--- src/rtl/muldiv_pkg.sv ---
// Shared encodings for the iterative multiply/divide unit: op codes, FSM states
// and the iteration counter width helper.
package muldiv_pkg;

   localparam logic [2:0] MD_MULT  = 3'd0;
   localparam logic [2:0] MD_MULTU = 3'd1;
   localparam logic [2:0] MD_DIV   = 3'd2;
   localparam logic [2:0] MD_DIVU  = 3'd3;
   localparam logic [2:0] MD_MTHI  = 3'd4;
   localparam logic [2:0] MD_MTLO  = 3'd5;

   typedef enum logic [1:0] {
      ST_IDLE,
      ST_RUN,
      ST_FIX,
      ST_DONE
   } md_state_t;

   function automatic int md_cnt_width(input int width);
      return $clog2(width + 1);
   endfunction

endpackage

--- src/rtl/muldiv_step.sv ---
// One iteration of the multiply/divide datapath on {acc_hi, acc_lo}:
// right shift-add for multiply, left shift restoring subtract for divide.
module muldiv_step #(
   parameter int WIDTH = 32
) (
   input  logic             is_div,
   input  logic [WIDTH-1:0] acc_hi,
   input  logic [WIDTH-1:0] acc_lo,
   input  logic [WIDTH-1:0] operand,
   output logic [WIDTH-1:0] next_hi,
   output logic [WIDTH-1:0] next_lo
);

   logic [WIDTH:0] sum;
   logic [WIDTH:0] shifted;
   logic [WIDTH:0] diff;

   // The partial remainder is always below the divisor, so the shifted value fits
   // in WIDTH+1 bits and bit WIDTH of the difference is a clean borrow flag.
   always_comb begin
      sum     = {1'b0, acc_hi} + (acc_lo[0] ? {1'b0, operand} : {(WIDTH+1){1'b0}});
      shifted = {acc_hi, acc_lo[WIDTH-1]};
      diff    = shifted - {1'b0, operand};
      next_hi = '0;
      next_lo = '0;
      if (is_div) begin
         if (!diff[WIDTH]) begin
            next_hi = diff[WIDTH-1:0];
            next_lo = {acc_lo[WIDTH-2:0], 1'b1};
         end else begin
            next_hi = shifted[WIDTH-1:0];
            next_lo = {acc_lo[WIDTH-2:0], 1'b0};
         end
      end else begin
         {next_hi, next_lo} = {sum, acc_lo[WIDTH-1:1]};
      end
   end

endmodule

--- src/rtl/muldiv_unit.sv ---
// Iterative MULT/MULTU/DIV/DIVU unit owning HI/LO, plus MTHI/MTLO writes.
// Optional MULDIV_DIV0_EN: zero divisor finishes at once with a div0 pulse.
module muldiv_unit
   import muldiv_pkg::*;
#(
   parameter int WIDTH = 32
) (
   input  logic             clk,
   input  logic             resetn,
   input  logic             start,
   input  logic [2:0]       op,
   input  logic [WIDTH-1:0] src1,
   input  logic [WIDTH-1:0] src2,
   input  logic             cancel,
   output logic             busy,
   output logic             done,
   output logic [WIDTH-1:0] hi,
   output logic [WIDTH-1:0] lo
`ifdef MULDIV_DIV0_EN
   ,
   output logic             div0
`endif
);

   localparam int CW = md_cnt_width(WIDTH);

   md_state_t        state, next_state;
   logic [CW-1:0]    count;
   logic [WIDTH-1:0] acc_hi, acc_lo, operand;
   logic [WIDTH-1:0] step_hi, step_lo;
   logic [WIDTH-1:0] mag_a, mag_b, fix_hi, fix_lo;
   logic [2*WIDTH-1:0] prod;
   logic             run_div, neg_main, neg_rem;
   logic             launch, arith_op, signed_op, skip_div;

   assign launch    = (state == ST_IDLE) && start && !cancel;
   assign arith_op  = !op[2];
   assign signed_op = !op[0];
`ifdef MULDIV_DIV0_EN
   logic div0_flag;
   assign skip_div = op[1] && (src2 == '0);
   assign div0     = (state == ST_DONE) && div0_flag;
`else
   assign skip_div = 1'b0;
`endif

   assign busy = (state != ST_IDLE);
   assign done = (state == ST_DONE);

   always_comb begin
      mag_a = (signed_op && src1[WIDTH-1]) ? -src1 : src1;
      mag_b = (signed_op && src2[WIDTH-1]) ? -src2 : src2;
   end

   muldiv_step #(.WIDTH(WIDTH)) u_step (
      .is_div  (run_div),
      .acc_hi  (acc_hi),
      .acc_lo  (acc_lo),
      .operand (operand),
      .next_hi (step_hi),
      .next_lo (step_lo)
   );

   // Division negates quotient and remainder independently; multiply negates the full product.
   always_comb begin
      prod   = {acc_hi, acc_lo};
      fix_hi = acc_hi;
      fix_lo = acc_lo;
      if (run_div) begin
         if (neg_main) fix_lo = -acc_lo;
         if (neg_rem)  fix_hi = -acc_hi;
      end else if (neg_main) begin
         {fix_hi, fix_lo} = -prod;
      end
   end

   always_ff @(posedge clk or negedge resetn) begin
      if (!resetn) state <= ST_IDLE;
      else         state <= next_state;
   end

   always_comb begin
      next_state = state;
      case (state)
         ST_IDLE: if (launch && arith_op) next_state = skip_div ? ST_DONE : ST_RUN;
         ST_RUN:  if (cancel) next_state = ST_IDLE;
                  else if (count == CW'(1)) next_state = ST_FIX;
         ST_FIX:  next_state = cancel ? ST_IDLE : ST_DONE;
         ST_DONE: next_state = ST_IDLE;
         default: next_state = ST_IDLE;
      endcase
   end

   always_ff @(posedge clk or negedge resetn) begin
      if (!resetn) begin
         hi       <= '0;
         lo       <= '0;
         acc_hi   <= '0;
         acc_lo   <= '0;
         operand  <= '0;
         count    <= '0;
         run_div  <= 1'b0;
         neg_main <= 1'b0;
         neg_rem  <= 1'b0;
`ifdef MULDIV_DIV0_EN
         div0_flag <= 1'b0;
`endif
      end else begin
         case (state)
            ST_IDLE: if (launch) begin
               if (op == MD_MTHI) hi <= src1;
               else if (op == MD_MTLO) lo <= src1;
               else if (arith_op) begin
                  acc_hi   <= '0;
                  acc_lo   <= mag_a;
                  operand  <= mag_b;
                  count    <= CW'(WIDTH);
                  run_div  <= op[1];
                  neg_main <= signed_op && (src1[WIDTH-1] ^ src2[WIDTH-1]);
                  neg_rem  <= signed_op && src1[WIDTH-1];
`ifdef MULDIV_DIV0_EN
                  div0_flag <= skip_div;
`endif
               end
            end
            ST_RUN: if (!cancel) begin
               acc_hi <= step_hi;
               acc_lo <= step_lo;
               count  <= count - CW'(1);
            end
            ST_FIX: if (!cancel) begin
               hi <= fix_hi;
               lo <= fix_lo;
            end
            default: ;
         endcase
      end
   end

endmodule

--- config.mk ---
export PLATFORM = sky130hd
export DESIGN_NAME = muldiv_unit
export DESIGN_NICKNAME = d
export VERILOG_FILES = /design/src/rtl/muldiv_pkg.sv /design/src/rtl/muldiv_step.sv /design/src/rtl/muldiv_unit.sv
export SDC_FILE = /design/constraint.sdc
export NUM_CORES = 1
export LEC_CHECK = 0
export CORE_UTILIZATION = 45
export CTS_BUF_LIST = sky130_fd_sc_hd__clkbuf_2
export CTS_CLUSTER_SIZE = 14
export DETAILED_ROUTE_END_ITERATION = 8
export PLACE_DENSITY = 0.65
export RECOVER_POWER = 100
export SYNTH_ARGS = -nofsm -noshare
export SYNTH_HDL_FRONTEND = slang
export SYNTH_SLANG_ARGS = --single-unit
--- constraint.sdc ---
create_clock -name clk -period 6.4 [get_ports clk]
set_input_delay 1.28 -clock clk [delete_from_list [all_inputs] [get_ports clk]]
set_output_delay 1.28 -clock clk [all_outputs]
set_load 0.01 [all_outputs]
* Word-level counts from Yosys, hierarchy flattened *
Index checks and enable logic that the tools add are counted.

storage, ports and cells
  register bits = 171
  input port bits = 71
  output and inout bits = 66
  word-level logic and storage cells = 101

operators by class
  add/sub/neg operators = 8
  equal/unequal tests = 16
  muxes and demuxes = 45
  bitwise operators = 4
  reductions and logical operators = 18

operator list
  cell                                                    count
  2-to-1 mux 32 bit                                       29
  case mux 32 bit (2 select lines)                        4
  negator 32 bit                                          4
  negator 64 bit                                          1
  adder 32 x 33 -> 33 bit                                 1
  subtractor 33 x 32 -> 33 bit                            1
  2-to-1 mux 6 bit                                        5
  inequality test 2 bit (second input constant)           6
  case mux 6 bit (2 select lines)                         1
  AND reduction 5 bit                                     2
  2-to-1 mux 2 bit                                        4
  case mux 2 bit (4 select lines)                         1
  equality test 3 bit (second input constant)             2
  equality test 6 x 1 -> 1 bit (second input constant)    1
  logical AND 1 bit                                       6
  inequality test 2 x 1 -> 1 bit (second input constant)  3
  AND reduction 6 bit                                     1
  nonzero test 2 bit                                      3
  subtractor 6 x 1 -> 6 bit (second input constant)       1
  equality test 2 bit (second input constant)             2
  AND reduction 4 bit                                     1
  zero test 1 bit                                         3
  inequality test 3 bit (second input constant)           1
  inverter 1 bit                                          3
  other kinds (5)                                         5

* Logic depth before layout (Yosys ltp) *
  depth after elaboration = 8
  depth in mapped cells = 15
  gate-level depth less buffers = 14

* Hierarchy *
A second synthesis with hierarchy kept.

unflattened totals
  cells, all modules = 1968
  area total of the unflattened synthesis = 15272.1 um2

modules (own cells, without submodules)
  module       times used  cells each  area each (um2)
  muldiv_unit  1           1280        10451.3
  muldiv_step  1           688         4820.9

* Worst setup path before layout *
No wires, ideal clock.

  path type = input port to flip-flop
  start point = in src1[16]
  end point = reg acc_lo[28]
  setup time = 0.133 ns
  arrival time = 3.649 ns
  data required time = 6.267 ns
  slack = 2.618 ns
  cell stages on the path = 9
  buffers on the path = 0
  cells stage by stage = or4_1 or3_1 or3_1 o41ai_1 o21a_1 o21ai_0 xor2_1 a21oi_1 o21ai_0

between the ends
  word-level cells in the longest chain between the ends = 7

ends and longest elaborated chain
  item                              line                text
  from (decl)                       muldiv_unit.sv:12   input logic [WIDTH-1:0] src1,
  negator 32 bit                    muldiv_unit.sv:51   mag_a = (signed_op && src1[WIDTH-1]) ? -src1 : src1;
  2-to-1 mux 32 bit                 muldiv_unit.sv:51
  2-to-1 mux 32 bit                 muldiv_unit.sv:113  else if (arith_op) begin
  2-to-1 mux 32 bit                 muldiv_unit.sv:112  else if (op == MD_MTLO) lo <= src1;
  2-to-1 mux 32 bit                 muldiv_unit.sv:111  if (op == MD_MTHI) hi <= src1;
  2-to-1 mux 32 bit                 muldiv_unit.sv:110  ST_IDLE: if (launch) begin
  case mux 32 bit (2 select lines)  muldiv_unit.sv:109  case (state)
  to (signal assigned)              muldiv_unit.sv:115  acc_lo <= mag_a;
  to (signal assigned)              muldiv_unit.sv:128  acc_lo <= step_lo;
  to (decl)                         muldiv_unit.sv:29   logic [WIDTH-1:0] acc_hi, acc_lo, operand;

Every way passes these cells. The select of a mux whose other input is x is not followed.
A chain may end at the register's enable or synchronous reset.

* Worst setup path after layout *
  start point = reg acc_lo[31]
  end point = reg acc_hi[5]

between the ends
  word-level cells in the longest chain between the ends = 5

ends and longest elaborated chain
  item                              line                text
  subtractor 33 x 32 -> 33 bit      muldiv_step.sv:23   diff = shifted - {1'b0, operand};
  2-to-1 mux 32 bit                 muldiv_step.sv:27   if (!diff[WIDTH]) begin
  2-to-1 mux 32 bit                 muldiv_step.sv:26   if (is_div) begin
  2-to-1 mux 32 bit                 muldiv_unit.sv:126  ST_RUN: if (!cancel) begin
  case mux 32 bit (2 select lines)  muldiv_unit.sv:109
  to (signal assigned)              muldiv_unit.sv:127  acc_hi <= step_hi;
  to (decl)                         muldiv_unit.sv:29

Every way passes these cells. The select of a mux whose other input is x is not followed.

==> flow_summary.json <==
{
  "outcome": "complete, but fails checks",
  "violations": "capacitance limit, slew limit",
  "initial_core_util_pct": 46.1,
  "cts_buffer_depth": 2,
  "arrival_ns": 6.08,
  "drc": 0,
  "insertion_delay_ns": 0.88,
  "grt_util_all_layers_pct": 27.1,
  "synth-seq-cells": 171,
  "nFillCells": 3067,
  "dieHeight_um": 180,
  "via_per_inst": 5.90,
  "netlist_instances": 1842,
  "cts_buffers": 17,
  "io_buffers": 136,
  "finalCritPeriodShare_pct": 83.3,
  "cts_max_level": 4,
  "die_x_um": 180,
  "synth.net_count": 1985,
  "ctsHoldBuffers": 0,
  "min_path_type": "reg2reg",
  "drv_slew": 378,
  "yosysMostFrequentCell": "nand2_1",
  "synth.avg_cell_area_um2": 7.74,
  "drtAntennaViolNets": 0,
  "ys_warn_count": 0,
  "ys.flop_type": "dfrtp_1",
  "rsz0062_at_grt": "no",
  "startpoint_type": "flop",
  "nets": 2051,
  "grt_pass1_vias": 13100,
  "cp_cell_sequence": "inv_1 -> ha_1 -> fa_1 -> nor2b_1 -> o31ai_1 -> a311oi_1 -> o211ai_1 -> nand3_1 -> xor2_1 -> clkbuf_1 -> mux2_2 -> nor2_1 -> a21oi_1 -> o22ai_1",
  "critical_path_buf_inv_count": 2,
  "stdcell_count": 2318,
  "timing.hold.ws_ns": 0.510,
  "rows": 64,
  "core_mm2": 0.0309,
  "tns_ns": 0,
  "synth_cell_types": 68,
  "total_power_mw": 4.47,
  "antenna_found_initial": 1,
  "ys_top_cells_by_count": "nand2_1 (254), o21ai_0 (227), nor2_1 (177)",
  "synth_seq_area_share_pct": 30.0,
  "tritoncts": "yes",
  "path_class": "reg2reg",
  "wl_um": 43800,
  "endpoint_kind": "flop",
  "die-area_mm2": 0.0324,
  "relSlewSlack_pct": -207,
  "stdcell_area_mm2": 0.0160,
  "final_layout_size_suffix_gt1_share_pct": 3.38,
  "cts_setup_buffers": 0,
  "grt_max_degree": 81,
  "cellLeakagePower_nw": 7.03,
  "setup_viol": 0,
  "p_per_area_mw_per_mm2": 279,
  "skew_ns": 0.115,
  "cts_resized": 0,
  "cts_root_buf": "clkbuf_2",
  "max_freq_mhz": 188,
  "grt_overflow": 0,
  "critPathTopFamily": "compound AO/OA/AOI/OAI gates",
  "synth_edf_count": 0,
  "synthTopCellsByArea": "dfrtp_1 (30%), o21ai_0 (8.0%), nand2_1 (6.7%), ha_1 (6.1%), xnor2_1 (6.0%)",
  "critPathMaxStageDelay_ns": 1.02,
  "clk_pin_slew_ns": 0.30,
  "gp_congestion": 0.920,
  "finalHoldViolCount": 0,
  "crit_path_max_fanout": 19,
  "irDropWorstVdd_mv": 0.126,
  "drt_iter0_drc": 1015,
  "dpl_worst_slack_ns": 1.66,
  "multi_input_comb_area_mm2": 0.00928,
  "post-route-util_pct": 51.8,
  "finalCriticalPeriod_ns": 5.33,
  "fin_ws_ns": 1.07,
  "routed-via-count": 13700,
  "drv_cap": 7,
  "hpwl_um": 33200,
  "critPathSlowestCell": "xor2_1",
  "dpl.cell_count": 2285,
  "grt_pass1_wl_um": 70100,
  "num_io_pins": 137,
  "first_pass_iters": 6,
  "cts_sinks": 171,
  "tightest_slew_ns": 4.61,
  "dpl-instance-area_mm2": 0.0159,
  "wire_per_inst_um": 18.9,
  "seq_area_mm2": 0.00428,
  "synthArstFlopShare_pct": 100,
  "synth_top_area_share_pct": 30.0,
  "synth_area_mm2": 0.0143,
  "critical_path_required_ns": 7.15,
  "synth_top_area_cell": "dfrtp_1",
  "area_growth_pct": 12.3
}
## cells in the final DEF, fill, tap and decap left out, drive strengths merged, types with 6 or more instances in the layout
cell type,count
o211ai,8
nand2,254
nand4,17
a21o,31
a22oi,16
nor3,38
nand2b,14
clkbuf,26
a31oi,13
or3,24
o22ai,9
clkdlybuf4s50,67
and2,8
and3,8
ha,70
xnor2,98
a21oi,131
a211oi,7
o21ai,232
mux2i,50
nor2b,18
o221ai,12
dlygate4sd3,68
nor2,177
inv,71
buf,13
nor4,16
xor2,77
or4,8
or2,8
o31ai,32
clkinv,6
a221oi,13
o41ai,18
dfrtp,171
a21boi,9
o21a,13
nand3,17
## per-layer routing
metal / vias to the layer above / GRT usage, % / routed length (um)
met5: - / 0 / 0
met4: 0 / 8.79 / 1150
met1: 6417 / 36.7 / 19700
met2: 508 / 44.4 / 20300
li1: 6689 / - / -
met3: 63 / 3.86 / 2550
## area by class of cell
| type | instances | area share, % |
|---|---|---|
| repair buffers | 156 | 9.23 |
| inverters | 64 | 1.50 |
| clock buffers | 18 | 0.562 |
| clock inverters | 14 | 0.945 |
| multi-input cells | 1498 | 57.9 |
| well taps | 396 | 3.09 |
| flip-flops and latches | 171 | 26.7 |
| diodes | 1 | 0.0156 |
## logic make-up after synthesis
family          count (synthesis)  synth area share (%)
flops                         171                  30.0
fa+ha+maj                      72                  6.42
buf+inv                       173                  4.64
compound gates                579                  24.8
simple gates                  619                  19.6
xor+xnor                      175                  10.7
mux                            53                  3.75
## worst register-to-register path: cells and delay by family (launching register included)
kind	cells	cell delay [ns]
AO/OA/AOI/OAI	5	1.10
XOR/XNOR	1	1.02
adder cells (fa/ha/maj)	2	0.69
buffers and inverters	2	0.93
flip-flops	1	0.61
multiplexers	1	0.42
AND/OR/NAND/NOR	3	0.51
## report_power, final
part / total [mW] / switching, mW / internal [mW]
sequential: 1.62 / 0.289 / 1.33
clock: 0.598 / 0.467 / 0.131
combinational: 2.25 / 1.30 / 0.950
## final timing paths
kind	start	endpoint	slack, ns	depth (start not counted)
worst max-delay path	acc_lo[31]	acc_hi[5]	1.07	14
worst max register to register	acc_lo[31]	acc_hi[5]	1.07	14
min in group asynchronous	resetn	lo[5]	2.02	1
max in group asynchronous	resetn	acc_hi[15]	1.80	1
worst min register to register	lo[17]	lo[17]	0.51	2
worst min-delay path	lo[17]	lo[17]	0.51	2
## state kept, by name (all words and copies together), names as in the netlist
register,cells
neg_main,1
count,6
state,2
acc_lo,32
lo,32
run_div,1
neg_rem,1
hi,32
operand,32
acc_hi,32
Power figures use the tool's default switching activity.
